## config.mk

```make
export PLATFORM = sky130hd
export DESIGN_NAME = ad9783_spi_cfg
export DESIGN_NICKNAME = d
export VERILOG_FILES = /design/src/rtl/ad9783_pkg.sv /design/src/rtl/ad9783_spi_cfg_tx16.sv /design/src/rtl/ad9783_spi_cfg.sv
export SDC_FILE = /design/constraint.sdc
export NUM_CORES = 1
export LEC_CHECK = 0
export ABC_AREA = 1
export BUFFER_PORTS_ARGS = -buffer_cell sky130_fd_sc_hd__buf_2
export CORE_AREA = 2 2 116 118
export CTS_CLUSTER_SIZE = 25
export DETAILED_ROUTE_END_ITERATION = 8
export DIE_AREA = 0 0 118 120
export HOLD_SLACK_MARGIN = 0.06
export RECOVER_POWER = 50
export SYNTH_ARGS = -nofsm -noshare
export SYNTH_HDL_FRONTEND = slang
export SYNTH_HIERARCHICAL = 1
export SYNTH_SLANG_ARGS = --single-unit
export TNS_END_PERCENT = 20
```

## constraint.sdc

```tcl
create_clock -name clk_5m_bufg -period 6.45 [get_ports clk_5m_bufg]
set_input_delay 0.3225 -clock clk_5m_bufg [delete_from_list [all_inputs] [get_ports clk_5m_bufg]]
set_output_delay 0.3225 -clock clk_5m_bufg [all_outputs]
set_load 0.02 [all_outputs]
```

## src/rtl/ad9783_pkg.sv

```systemverilog
// ad9783_pkg: register map, sequencer states and frame builder for the AD9783 SPI configuration
package ad9783_pkg;
  localparam logic [4:0] ADDR_MODE   = 5'h0A;
  localparam logic [4:0] ADDR_FSC1_L = 5'h0B;
  localparam logic [4:0] ADDR_FSC1_H = 5'h0C;
  localparam logic [4:0] ADDR_FSC2_L = 5'h0F;
  localparam logic [4:0] ADDR_FSC2_H = 5'h10;
  localparam logic [2:0] NUM_FRAMES  = 3'd5;
  typedef enum logic [2:0] {RST_HOLD, RST_WAIT, LOAD, SHIFT, GAP, IDLE} state_t;
  typedef struct packed {
    logic [1:0] dac2_mode;
    logic [9:0] dac2_fsc;
    logic [1:0] dac1_mode;
    logic [9:0] dac1_fsc;
  } cfg_t;
  // Instruction byte is {R/W=0, N=00, addr}; the data byte follows.
  function automatic logic [15:0] frame_word(input logic [2:0] idx, input cfg_t c);
    logic [4:0] addr;
    logic [7:0] data;
    addr = idx == 3'd0 ? ADDR_MODE : idx == 3'd1 ? ADDR_FSC1_L : idx == 3'd2 ? ADDR_FSC1_H :
           idx == 3'd3 ? ADDR_FSC2_L : ADDR_FSC2_H;
    data = idx == 3'd0 ? {4'b0, c.dac2_mode, c.dac1_mode} : idx == 3'd1 ? c.dac1_fsc[7:0] :
           idx == 3'd2 ? {6'b0, c.dac1_fsc[9:8]} : idx == 3'd3 ? c.dac2_fsc[7:0] :
           {6'b0, c.dac2_fsc[9:8]};
    return {3'b000, addr, data};
  endfunction
endpackage

```

## src/rtl/ad9783_spi_cfg_tx16.sv

```systemverilog
// spi_tx16: shifts one 16-bit 3-wire SPI write frame MSB first; SCLK idles low, data changes on falling edges
module spi_tx16 #(
  parameter int CLK_DIV = 2
) (
  input  logic        clk,
  input  logic        rst_n,
  input  logic        start,
  input  logic [15:0] data,
  output logic        done,
  output logic        csb,
  output logic        sclk,
  output logic        sdo,
  output logic        sdo_oe
);
  localparam logic [7:0] DIV_LAST = 8'(CLK_DIV - 1);
  logic [7:0]  div;
  logic [3:0]  nfall;
  logic [14:0] sh;
  logic        tick;
  assign tick = !csb && div == DIV_LAST;
  // done is combinational so the sequencer leaves SHIFT on the same edge csb rises
  assign done = tick && sclk && nfall == 4'd15;
  always_ff @(posedge clk or negedge rst_n)
    if (!rst_n) begin
      csb    <= 1'b1;
      sclk   <= 1'b0;
      sdo    <= 1'b0;
      sdo_oe <= 1'b0;
      div    <= '0;
      nfall  <= '0;
      sh     <= '0;
    end else if (start) begin
      csb    <= 1'b0;
      sdo_oe <= 1'b1;
      sdo    <= data[15];
      sh     <= data[14:0];
      sclk   <= 1'b0;
      div    <= '0;
      nfall  <= '0;
    end else if (!csb) begin
      div <= tick ? 8'd0 : div + 8'd1;
      if (tick) sclk <= !sclk;
      if (done) begin
        csb    <= 1'b1;
        sdo_oe <= 1'b0;
        sdo    <= 1'b0;
      end else if (tick && sclk) begin
        sdo   <= sh[14];
        sh    <= {sh[13:0], 1'b0};
        nfall <= nfall + 4'd1;
      end
    end
endmodule

```

## src/rtl/ad9783_spi_cfg.sv

```systemverilog
// ad9783_spi_cfg: pulses the AD9783 reset, writes its 5 config registers over SPI, and rewrites on any change
import ad9783_pkg::*;
module ad9783_spi_cfg #(
  parameter int CLK_DIV  = 2,
  parameter int RST_CYC  = 50,
  parameter int WAIT_CYC = 100,
  parameter int CS_GAP   = 4
) (
  input  logic       clk_5m_bufg,
  input  logic       rst_glb_n,
  input  logic [9:0] dac1_fsc,
  input  logic [1:0] dac1_mode,
  input  logic [9:0] dac2_fsc,
  input  logic [1:0] dac2_mode,
  output logic       spi_csb,
  output logic       spi_clk,
  output logic       spi_sdo,
  output logic       spi_sdo_oe,
  output logic       spi_rst,
  output logic       cfg_busy,
  output logic       cfg_done
);
  localparam logic [15:0] RST_LAST  = 16'(RST_CYC - 1);
  localparam logic [15:0] WAIT_LAST = 16'(WAIT_CYC - 1);
  localparam logic [15:0] GAP_LAST  = 16'(CS_GAP - 1);
  state_t      state, nxt;
  logic [15:0] cnt;
  logic [2:0]  idx;
  cfg_t        live, snap;
  logic        tx_done;
  assign live = {dac2_mode, dac2_fsc, dac1_mode, dac1_fsc};
  always_comb begin
    nxt = state;
    case (state)
      RST_HOLD: nxt = cnt == RST_LAST ? RST_WAIT : RST_HOLD;
      RST_WAIT: nxt = cnt == WAIT_LAST ? LOAD : RST_WAIT;
      LOAD:     nxt = SHIFT;
      SHIFT:    nxt = tx_done ? GAP : SHIFT;
      GAP:      nxt = cnt != GAP_LAST ? GAP : idx == NUM_FRAMES - 3'd1 ? IDLE : LOAD;
      IDLE:     nxt = live != snap ? LOAD : IDLE;
      default:  nxt = RST_HOLD;
    endcase
  end
  // A sequence start is any entry to LOAD not coming from GAP; only then is the snapshot taken.
  always_ff @(posedge clk_5m_bufg or negedge rst_glb_n)
    if (!rst_glb_n) begin
      state    <= RST_HOLD;
      cnt      <= '0;
      idx      <= '0;
      snap     <= '0;
      spi_rst  <= 1'b1;
      cfg_busy <= 1'b1;
      cfg_done <= 1'b0;
    end else begin
      state <= nxt;
      cnt   <= nxt != state ? 16'd0 : cnt + 16'd1;
      if (nxt == LOAD && state != GAP) begin
        snap <= live;
        idx  <= '0;
      end else if (nxt == LOAD) idx <= idx + 3'd1;
      spi_rst  <= nxt == RST_HOLD;
      cfg_busy <= nxt != IDLE;
      cfg_done <= state == IDLE && live == snap;
    end
  spi_tx16 #(.CLK_DIV(CLK_DIV)) u_tx (
    .clk    (clk_5m_bufg),
    .rst_n  (rst_glb_n),
    .start  (state == LOAD),
    .data   (frame_word(idx, snap)),
    .done   (tx_done),
    .csb    (spi_csb),
    .sclk   (spi_clk),
    .sdo    (spi_sdo),
    .sdo_oe (spi_sdo_oe)
  );
endmodule
```

After elaboration in Yosys (flattened, before gate mapping). Cells that the tools add are included.

Register bits: 80. Bits of input ports: 26. Output and inout bits: 7.

Add/subtract/negate cells: 4. Equal/unequal tests: 22. Muxes and demuxes: 42. Reductions and logical operators: 19.

Operators by type and width (number): $mux W15 (4); $mux W8 (7); $eq A24 B24 Y1 (1); $ne A24 B24 Y1 (1); $mux W5 (4); $mux W3 (6); $pmux W3 S6 (1); $add A16 B1 Y16 const B (1); $eq A16 B6 Y1 const B (1); $eq A16 B7 Y1 const B (1); $mux W16 (1); $mux W4 (4); $ne A16 B2 Y1 const B (1); $eq A3 B2 Y1 const B (5); $mux W1 (14); $eq A3 B3 Y1 const B (3); $logic_not A3 Y1 (3); $add A8 B1 Y8 const B (1); $eq A8 B1 Y1 const B (1); $reduce_bool A2 Y1 (4); $eq A3 B1 Y1 const B (2); $ne A3 B3 Y1 const B (2); $reduce_and A2 Y1 (3); $logic_and A1 B1 Y1 (5); 9 further kinds (11).

Longest topological paths before layout. Gate-level depths: netlist (run 1).

Depth after elaboration: 9. Mapped depth: 18. Mapped depth without buffers: 17.

Modules after synthesis. Netlist (run 1), hierarchy kept.

By module, submodules not included: ad9783_spi_cfg (instances 1, cells an instance 484, area each 3400.8 sq um, sequential area each 1228.7 sq um); spi_tx16 (instances 1, cells an instance 230, area each 1701.6 sq um, sequential area each 777.0 sq um).

Worst setup path before layout (run 1). No wires, ideal clock.

Path type: register -> register. Start point: register u_tx.div[1]. End point: register cnt[10]. Setup time: 0.124 ns. Arrival: 2.020 ns. Data required time: 6.326 ns. Path slack: 4.306 ns. Cell stages (with the launch flop): 19. Buffers on the path: 1. Path through: dfrtp_1 -> inv_1 -> ha_1 -> inv_1 -> nor2_1 -> nand2_1 -> nor2_4 -> nand2_2 -> nor2_1 -> inv_1 -> o21ai_1 -> nand3_1 -> nor2_2 -> nand2_2 -> nand2_2 -> nand2_2 -> nand2_4 -> buf_12 -> nor2_4.

Cells in the longest elaborated chain, start to end: 8.

RTL lines: start, declared (RTL line ad9783_spi_cfg_tx16.sv:16) `logic [7:0] div;`; start signal, assigned (RTL line ad9783_spi_cfg_tx16.sv:41) `div <= tick ? 8'd0 : div + 8'd1;`; $eq A8 B1 Y1 (RTL line ad9783_spi_cfg_tx16.sv:20) `assign tick = !csb && div == DIV_LAST;`; $logic_and A1 B1 Y1 (RTL line ad9783_spi_cfg_tx16.sv:20); $logic_and A1 B1 Y1 (2 in a row) (RTL line ad9783_spi_cfg_tx16.sv:22) `assign done = tick && sclk && nfall == 4'd15;`; named net tx_done (RTL line ad9783_spi_cfg.sv:30) `logic tx_done;`; $mux W3 (RTL line ad9783_spi_cfg.sv:38) `SHIFT: nxt = tx_done ? GAP : SHIFT;`; $pmux W3 S6 (RTL line ad9783_spi_cfg.sv:34) `case (state)`; named net nxt[0] (RTL line ad9783_spi_cfg.sv:26) `state_t state, nxt;`; $ne A3 B3 Y1 (RTL line ad9783_spi_cfg.sv:56) `cnt <= nxt != state ? 16'd0 : cnt + 16'd1;`; $mux W16 (RTL line ad9783_spi_cfg.sv:56); end signal, assigned (RTL line ad9783_spi_cfg.sv:56); end, declared (RTL line ad9783_spi_cfg.sv:27) `logic [15:0] cnt;`.

The timed path passes the listed nets, and every way through them passes these cells. A chain may end at the register's enable or synchronous reset.

Worst setup path after layout (run 1).
Start point: register state[0]. End point: register snap[12] (netlist bit).

Cells in the longest elaborated chain, start to end: 4. Elaborated cells between the ends (all ways): 10.

RTL lines: start, declared (RTL line ad9783_spi_cfg.sv:26); start signal, assigned (RTL line ad9783_spi_cfg.sv:55) `state <= nxt;`; $eq A3 B3 Y1, or another cell as far along (RTL line ad9783_spi_cfg.sv:34); $pmux W3 S6 (RTL line ad9783_spi_cfg.sv:34); $eq A3 B2 Y1 (RTL line ad9783_spi_cfg.sv:57) `if (nxt == LOAD && state != GAP) begin`; $logic_and A1 B1 Y1 (*) (RTL line ad9783_spi_cfg.sv:57); end signal, assigned (RTL line ad9783_spi_cfg.sv:58) `snap <= live;`; end, declared (RTL line ad9783_spi_cfg.sv:29) `cfg_t live, snap;`.

Mark *: on every way between the ends. The rest lies on a longest branch, timed or not.

==> flow_metrics.tcl, run 1 <==
set metrics [dict create \
    post_drt_via_cell_ratio 4.78 \
    r2r_start "state[0]" \
    hpwl_um 8120 \
    fin_crit_ps 3100 \
    fmax_mhz 322 \
    clkSinkCount 80 \
    dieArea_mm2 0.0142 \
    yosysSeqAreaShare_pct 39.3 \
    ys_seq_elements 80 \
    rows 42 \
    drv_cap 0 \
    antenna_found_initial 0 \
    worstPathRequired_ps 6680 \
    drc 0 \
    fin_skew_ps 8.18 \
    vias 4410 \
    die_w_um 118 \
    period_share_pct 48.1 \
    p_total_mw 1.08 \
    clkPwrFrac_pct 49.7 \
    gr-total-overflow 0 \
    ctsLongestPathBuffers 2 \
    avgSynthCellArea_um2 7.15 \
    rsz0062_at_grt "no" \
    internal_power_mw 0.835 \
    multi_input_area_mm2 0.00265 \
    drive_gt1_share_pct 14.1 \
    io_pins 33 \
    outcome "completed" \
    grt_max_degree 81 \
    critPathKind "reg -> reg" \
    core_mm2 0.0130 \
    worst_pin_slew_ps 1040 \
    cts_tree "yes" \
    drt_wl_total_um 11700 \
    synthCells 714 \
    p_leak_nw 2.97 \
    clk_pin_slew_ps 70 \
    final_cell_area_mm2 0.00567 \
    grt_pass1_vias 4224 \
    reg2reg_depth 8 \
    initial_core_util_pct 39.3 \
    ctsResizeCount 0 \
    crit_path_start_kind "flop" \
    grt_pass1_wl_um 20400 \
    hold_viol_final 0 \
    antenna_left 0 \
    synthesis.area_mm2 0.00510 \
    final-seq-area_mm2 0.00201 \
    cts-htree-levels 3 \
    firstDrtPassIters 4 \
    num_antenna_cells 0 \
    tns_ps 0 \
    nFillCells 1356 \
    grt_usage_pct 17.7 \
    cts_root_buf "clkbuf_16" \
    yosysTopAreaCellShare_pct 37.8 \
    netlist-cell-type-count 39 \
    first_iter_violations 335 \
    crit-reg2reg-capture "snap[12]" \
    synth_largest_area_cell "dfrtp_1" \
    drv_slew 0 \
    cp.arrival_ps 3340 \
    clk_latency_ps 350 \
    relSlewSlack_pct 30.5 \
    gp_congestion 0.894 \
    synth_area_leaders "dfrtp_1, nand2_1, nor2_1" \
    wl_per_cell_um 12.7 \
    switching_share_pct 22.6 \
    cts_setup_buffers 0 \
    port_buffers 32 \
    seqPwrFrac_pct 46.5 \
    die_h_um 120 \
    power_density_mw_per_mm2 190 \
    crit_path_end_kind "flop" \
    syn_to_final_growth_pct 11.2 \
    final_net_count 777 \
    p_sw_mw 0.244 \
    vdd_drop_max_v 0.000134 \
    setup_viol 0 \
    min_path_type "in -> async" \
    numCtsBuffers 9 \
    combPwrFrac_pct 3.8 \
    placed_area_mm2 0.00537 \
    reg2reg_slack_ps 3350 \
    ys_warn_count 6 \
    hold_buffers 0 \
    hold_slack_ps 166 \
    cp_max_fo 29 \
]
## through the flow
stage	worst slack [ps]	utilization, %	instances
final	3350	43.7	922
after CTS	3340	43.7	922
after floorplan	4310	-	716
after detailed placement	3350	41.4	906
after global routing	3000	43.7	922
after global placement	3460	41.4	906
## critical path: stages (launching register included)
cell	delay (ps)
dfrtp_1	440
nor2_1	150
nand2_1	610
nor3_2	350
nor2_1	80
nand2_2	450
nand3_2	600
nand2_1	230
nand2_1	70
## metal layers
layer | GRT usage [%] | vias up | wire length (um) | part of all wire (%)
met2 | 27.7 | 76 | 5330 | 45
met5 | 0 | - | 0 | 0
met4 | 6.48 | 0 | 178 | 1.5
met1 | 24.7 | 2057 | 5810 | 50
li1 | - | 2263 | - | -
met3 | 3.09 | 14 | 417 | 3.6
## cell usage after synthesis, drive strengths merged
library cell	instances
conb	1
a2111oi	2
o21a	1
ha	10
o21ai	15
xor2	17
nand4	31
buf	10
clkbuf	9
o31ai	1
clkinv	3
a211oi	1
o211ai	3
inv	84
nand2	276
or2	1
a21oi	9
xnor2	10
nor4	1
nor2	103
nand3	30
dfrtp	77
nor3	14
o221ai	1
dfstp	3
nor3b	1
## logic make-up (layout without fill, tap and decap cells)
| group | Yosys count | count (layout) | share of synthesized area [%] |
|---|---|---|---|
| xor+xnor | 27 | 27 | 4.63 |
| other cells | 1 | 3 | 0.0735 |
| buf+inv | 106 | 136 | 8.95 |
| fa+ha+maj | 10 | 10 | 2.45 |
| compound gates | 33 | 33 | 3.97 |
| simple gates | 457 | 457 | 40.6 |
| flops | 80 | 80 | 39.3 |
## power by group through the flow
stage | Sequential, mW | Clock, mW | Combinational, mW
2_1_floorplan | 0.511 | 0 | 0.0153
5_1_grt | 0.501 | 0.568 | 0.0474
6_report | 0.502 | 0.535 | 0.0411
4_1_cts | 0.502 | 0.549 | 0.0422
3_3_place_gp | 0.511 | 0 | 0.0414
3_5_place_dp | 0.511 | 0 | 0.0419
## cell usage in the layout (no fill, tap or decap), drive strengths merged, types with 2 or more instances in the layout
cell type,n
xor2,17
o211ai,3
clkinvlp,2
nor3,14
dfrtp,77
nand3,30
inv,84
xnor2,10
a21oi,9
dfstp,3
a2111oi,2
nand4,31
clkbuf,14
conb,3
clkinv,5
ha,10
nand2,276
buf,30
o21ai,15
nor2,103
## worst max-delay path by stage
stage,startpoint,end,cells after the start
2_1_floorplan,u_tx/div[1],cnt[10],18
3_3_place_gp,state[1],u_tx/sh[14],10
3_5_place_dp,state[0],snap[12],8
4_1_cts,state[0],snap[12],8
5_1_grt,state[0],snap[18],8
6_report,state[0],snap[12],8
## state kept, by name, indices dropped and copies added, names as in the netlist
register and cells:
u_tx/nfall 4, u_tx/div 8, cfg_done 1, u_tx/csb 1
u_tx/sdo_oe 1, u_tx/sdo 1, snap 24, state 3
spi_rst 1, u_tx/sh 15, u_tx/sclk 1, idx 3
cnt 16, cfg_busy 1
## area by class of cell
class	instances	area share (%)
clock inverters	5	0.970
repair buffers	33	2.93
multi-input cells	530	46.7
inverters	87	5.76
clock buffers	11	4.45
well taps	176	3.88
flip-flops and latches	80	35.3
Power figures use the tool's default switching activity.
==> inputs of run 2 (changes only) <==
ABC_AREA = 0   (was 1)
CORE_AREA = 2 2 111 113   (was 2 2 116 118)
DIE_AREA = 0 0 113 115   (was 0 0 118 120)
clock period = 2.5 ns   (was 6.45 ns; I/O delays follow)
==> flow_metrics.tcl, run 2 <==
set metrics [dict create \
    crit_path_end_kind "flop" \
    grt_pass1_vias 3654 \
    fin_ws_ps -104 \
    grt_max_degree 81 \
    fin_skew_ps 7.74 \
    multi_input_area_mm2 0.00251 \
    netlist-cell-type-count 63 \
    synth_area_leaders "dfrtp_1, mux2_2, mux2_4" \
    post_drt_via_cell_ratio 5.29 \
    rows 40 \
    p_leak_nw 2.69 \
    yosysSeqAreaShare_pct 43.1 \
    cts_tree "yes" \
    clkSinkCount 80 \
    period_share_pct 104 \
    drc 0 \
    largest_register_ffs 24 \
    clk_latency_ps 340 \
    num_antenna_cells 0 \
    die_h_um 115 \
    io_pins 33 \
    core_mm2 0.0118 \
    synth-edff-count 0 \
    yosysMostFrequentCell "dfrtp_1" \
    placed_area_mm2 0.00523 \
    antenna_found_initial 0 \
    worstPathRequired_ps 2720 \
    yosysTopAreaCellShare_pct 41.4 \
    fin_crit_ps 2600 \
    layout_commonest_cell "dfrtp_1" \
    drv_slew 81 \
    antenna_left 0 \
    hpwl_um 7070 \
    gr-total-overflow 0 \
    drive_gt1_share_pct 30.7 \
    synth_largest_area_cell "dfrtp_1" \
    p_total_mw 3.99 \
    syn_to_final_growth_pct 26.6 \
    drt_wl_total_um 10600 \
    relSlewSlack_pct -20.1 \
    dp.cells 638 \
    largestRegisters "snap: 24 flops, cnt: 16 flops, u_tx/sh: 15 flops" \
    ys_seq_elements 80 \
    tns_ps -1790 \
    dieArea_mm2 0.0130 \
    rsz0062_at_grt "yes" \
    synthesis.area_mm2 0.00466 \
    outcome "finished with violations" \
    cp.arrival_ps 2820 \
    die_w_um 113 \
    final-seq-area_mm2 0.00201 \
    first_iter_violations 178 \
    async_flop_share_pct 100 \
    firstDrtPassIters 4 \
    worst_pin_slew_ps 1800 \
    yosys_most_used_dff "dfrtp_1" \
    critPathKind "reg -> reg" \
    final_cell_area_mm2 0.00590 \
    cts_root_buf "clkbuf_16" \
    crit_path_start_kind "flop" \
    cp_max_fo 7 \
    min_path_type "reg -> reg" \
    setup_viol 23 \
    numCtsBuffers 9 \
    failed_checks "capacitance limit, slew limit, setup timing" \
    grt_usage_pct 17.2 \
    port_buffers 32 \
    clk_pin_slew_ps 60 \
    final_net_count 565 \
    vias 3600 \
    gp_congestion 0.873 \
    nFillCells 1078 \
    regMostFlops "snap" \
    cts-htree-levels 3 \
    layout_common_cells "dfrtp_1, xor2_1, buf_4, buf_2" \
    drv_cap 1 \
    initial_core_util_pct 39.4 \
    power_density_mw_per_mm2 678 \
    vdd_drop_max_v 0.000340 \
    ctsLongestPathBuffers 2 \
    synth.top_cells.by_count "dfrtp_1, mux2_2, xor2_1, nand2_1, nor2_1" \
    hold_viol_final 0 \
    ys_warn_count 6 \
    avgSynthCellArea_um2 10.5 \
    fin_cells 681 \
    fmax_mhz 384 \
    synthCells 442 \
    grt_pass1_wl_um 17900 \
    wl_per_cell_um 15.5 \
]
==> run 2: cell types whose count changed after synthesis, sizes merged, moves of 9 or more <==
cell / previous run / this run
nand2: 276 / 30
nor2: 103 / 29
inv: 84 / 14
mux2: 0 / 54
nand4: 31 / 7
nand3: 30 / 8
xor2: 17 / 34
nor3: 14 / 27
nor2b: 0 / 10
a21oi: 9 / 18
nor4: 1 / 10
==> run 2: power breakdown <==
group	total [mW]	switching [mW]	internal, mW
Combinational	0.950	0.505	0.445
Sequential	1.49	0.0861	1.40
Clock	1.55	0.526	1.03
Total	3.99	1.12	2.88
==> run 2: area by class of cell <==
class                           instances  share of cell area [%]
Tap cell                              147                    3.12
Timing Repair Buffer                   97                    13.3
Clock buffer                           11                    4.29
Multi-Input combinational cell        326                    42.6
Clock inverter                          5                    1.74
Inverter                               15                   0.955
Sequential cell                        80                    34.0
==> run 2: worst max-delay path, cell delays in order (launching register included) <==
cell and delay (ps):
dfrtp_1 380, or4_4 530, or4_4 550, or3_4 350, o21ai_4 150, clkbuf_16 240, mux2_4 290
==> run 2: repair_timing <==
| action | CTS | global route |
|---|---|---|
| resized for setup | 0 | 11 |
| pin swaps | 0 | 3 |
| buffers inserted | 0 | 1 |
| endpoints found under the hold margin | 101 | 0 |
| setup endpoints to repair | 23 | 41 |
| gates cloned | 0 | 1 |
| hold buffers | 25 | 0 |
==> run 2: worst paths after layout <==
path	from	to	slack, ps	depth (start not counted)
hold / removal	u_tx/sdo_oe	u_tx/sdo_oe	480	1
min in group asynchronous	rst_glb_n	snap[0]	940	3
setup reg to reg	cnt[2]	snap[15]	-100	6
max in group asynchronous	rst_glb_n	u_tx/div[1]	480	3
setup / recovery	cnt[2]	snap[15]	-100	6
hold reg to reg	u_tx/sdo_oe	u_tx/sdo_oe	480	1
==> run 2: per-stage QoR <==
stage	hold slack (ps)	util [%]	setup WS, ps
2_1_floorplan	-171	-	-52.5
3_3_place_gp	187	44.3	-60.3
3_5_place_dp	188	44.3	-94.2
4_1_cts	382	49.4	-103
5_1_grt	503	49.9	-164
6_report	481	49.9	-104
==> run 2: kinds of logic (layout without fill, tap and decap cells) <==
group	after synthesis	count (layout)	synth area share (%)
other	1	3	0.0805
adders and majority gates	10	10	2.69
xor gates and xnor gates	41	41	7.71
AOI/OAI and AO/OA	59	59	8.86
and+or+nand+nor	155	155	18.0
DFF	80	80	43.1
muxes	58	58	15.5
buffers and inverters	38	128	4.08
==> run 2: layer usage <==
metal  global-route usage [%]  share of wire [%]  up-vias
met1                     22.7                 46     1780
met3                     3.32                3.1       18
li1                         -                  -     1747
met5                        0                  0        -
met2                     27.8                 49       55
met4                     7.07                2.0        0
==> inputs of run 3 (changes only) <==
BUFFER_PORTS_ARGS = -buffer_cell sky130_fd_sc_hd__buf_4   (was -buffer_cell sky130_fd_sc_hd__buf_2)
CORE_AREA = 2 2 96 98   (was 2 2 111 113)
DIE_AREA = 0 0 98 100   (was 0 0 113 115)
PLACE_DENSITY = 0.75   (was unset)
==> flow_metrics.tcl, run 3 (synthesis gave the netlist of run 2 again) <==
set metrics [dict create \
    firstDrtPassIters 5 \
    layout_commonest_cell "dfrtp_1" \
    num_antenna_cells 0 \
    reg2reg_depth 6 \
    dp.cells 602 \
    hpwl_um 6910 \
    worst_pin_slew_ps 1980 \
    drive_gt1_share_pct 29.8 \
    drc 0 \
    clk_pin_slew_ps 110 \
    cp_max_fo 5 \
    post_drt_via_cell_ratio 5.69 \
    fin_crit_ps 2610 \
    dieArea_mm2 0.00980 \
    hold_slack_ps 515 \
    power_density_mw_per_mm2 591 \
    vias 3702 \
    clk_latency_ps 370 \
    largestRegisters "snap: 24 flops, cnt: 16 flops, u_tx/sh: 15 flops" \
    critPathKind "reg -> reg" \
    largest_register_ffs 24 \
    io_pins 33 \
    crit_path_end_kind "flop" \
    rsz0062_at_grt "yes" \
    regMostFlops "snap" \
    failed_checks "capacitance limit, slew limit, setup timing" \
    antenna_left 0 \
    initial_core_util_pct 52.4 \
    grt_pass1_vias 3689 \
    period_share_pct 104 \
    p_total_mw 3.41 \
    r2r_start "cnt[14]" \
    drv_slew 81 \
    cts_tree "yes" \
    p_leak_nw 2.64 \
    numCtsBuffers 9 \
    ctsLongestPathBuffers 2 \
    min_path_type "reg -> reg" \
    grt_pass1_wl_um 17600 \
    clkSinkCount 80 \
    port_buffers 32 \
    setup_viol 24 \
    antenna_found_initial 0 \
    worstPathRequired_ps 2760 \
    fmax_mhz 384 \
    hold_start "u_tx/sdo_oe" \
    crit_path_start_kind "flop" \
    hold-path-endpoint "u_tx/sdo_oe" \
    rows 35 \
    layout_common_cells "dfrtp_1, buf_4, xor2_1, mux2_2, nand2_1" \
    grt_max_degree 81 \
    vdd_drop_max_v 0.000328 \
    core_mm2 0.00889 \
    fin_ws_ps -106 \
    fin_cells 651 \
    first_iter_violations 152 \
    syn_to_final_growth_pct 23.7 \
    tns_ps -1410 \
    cts_root_buf "clkbuf_8" \
    hold_viol_final 0 \
    final_net_count 571 \
    gr-total-overflow 0 \
    cts-htree-levels 3 \
    drt_wl_total_um 10500 \
    nFillCells 671 \
    gp_congestion 0.841 \
    die_h_um 100 \
    grt_usage_pct 22.2 \
    outcome "finished with violations" \
    reg2reg_slack_ps -110 \
    cp.arrival_ps 2870 \
    wl_per_cell_um 16.1 \
    crit-reg2reg-capture "snap[4]" \
    die_w_um 98 \
    fin_skew_ps 18.3 \
    hold_depth 1 \
    drv_cap 1 \
    relSlewSlack_pct -32.3 \
]
## run 3: stage by stage
step           util [%]  area [um^2]  setup WS (ps)
5_1_grt            64.8         5760           -149
3_5_place_dp       58.9         5240           -112
6_report           64.8         5760           -106
3_3_place_gp       58.9         5240          -73.3
4_1_cts            64.3         5720          -94.4
2_1_floorplan         -         4670          -52.5
## run 3: layout make-up
type	instances	area [um^2]	area share, %
Sequential cell	80	2010	34.8
Clock inverter	7	73.8	1.28
Tap cell	111	139	2.41
Multi-Input combinational cell	327	2500	43.3
Clock buffer	9	124	2.15
Timing Repair Buffer	102	866	15.0
Inverter	15	56.3	0.977
## run 3: worst max path at each step
stage	start	endpoint	cells after the start	slack, ps
6_report	cnt[14]	snap[4]	6	-110
5_1_grt	cnt[14]	snap[15]	6	-150
4_1_cts	cnt[14]	snap[16]	6	-90
3_5_place_dp	cnt[10]	snap[0]	6	-110
3_3_place_gp	cnt[10]	snap[18]	6	-70
2_1_floorplan	cnt[11]	snap[0]	6	-50
## run 3: power breakdown
part           internal (mW)  total (mW)  switching, mW  leakage, nW
registers               1.40        1.49         0.0927         1.02
logic                  0.439       0.941          0.502         1.52
clock network          0.396       0.971          0.575        0.101
total                   2.24        3.41           1.17         2.64
## run 3: repair_timing
item	CTS	global route
gates cloned	0	2
hold buffers	25	0
pin swaps	1	0
gates resized for setup	3	3
setup endpoints to repair	21	42
endpoints found under the hold margin	101	0
setup buffers	3	3
## run 3: metal layers
metal	GRT usage, %	part of all wire (%)	routed length, um
met5	0	0	0
met3	2.86	4.1	427
met2	38.1	50	5250
met4	8.55	2.1	216
met1	28.8	44	4600
## run 3: critical path, cell delays in order (launching register included)
cell       delay [ps]
dfrtp_1           390
or4_4             540
or4_4             550
or3_4             380
o21ai_4           140
clkbuf_16         220
mux2_4            300
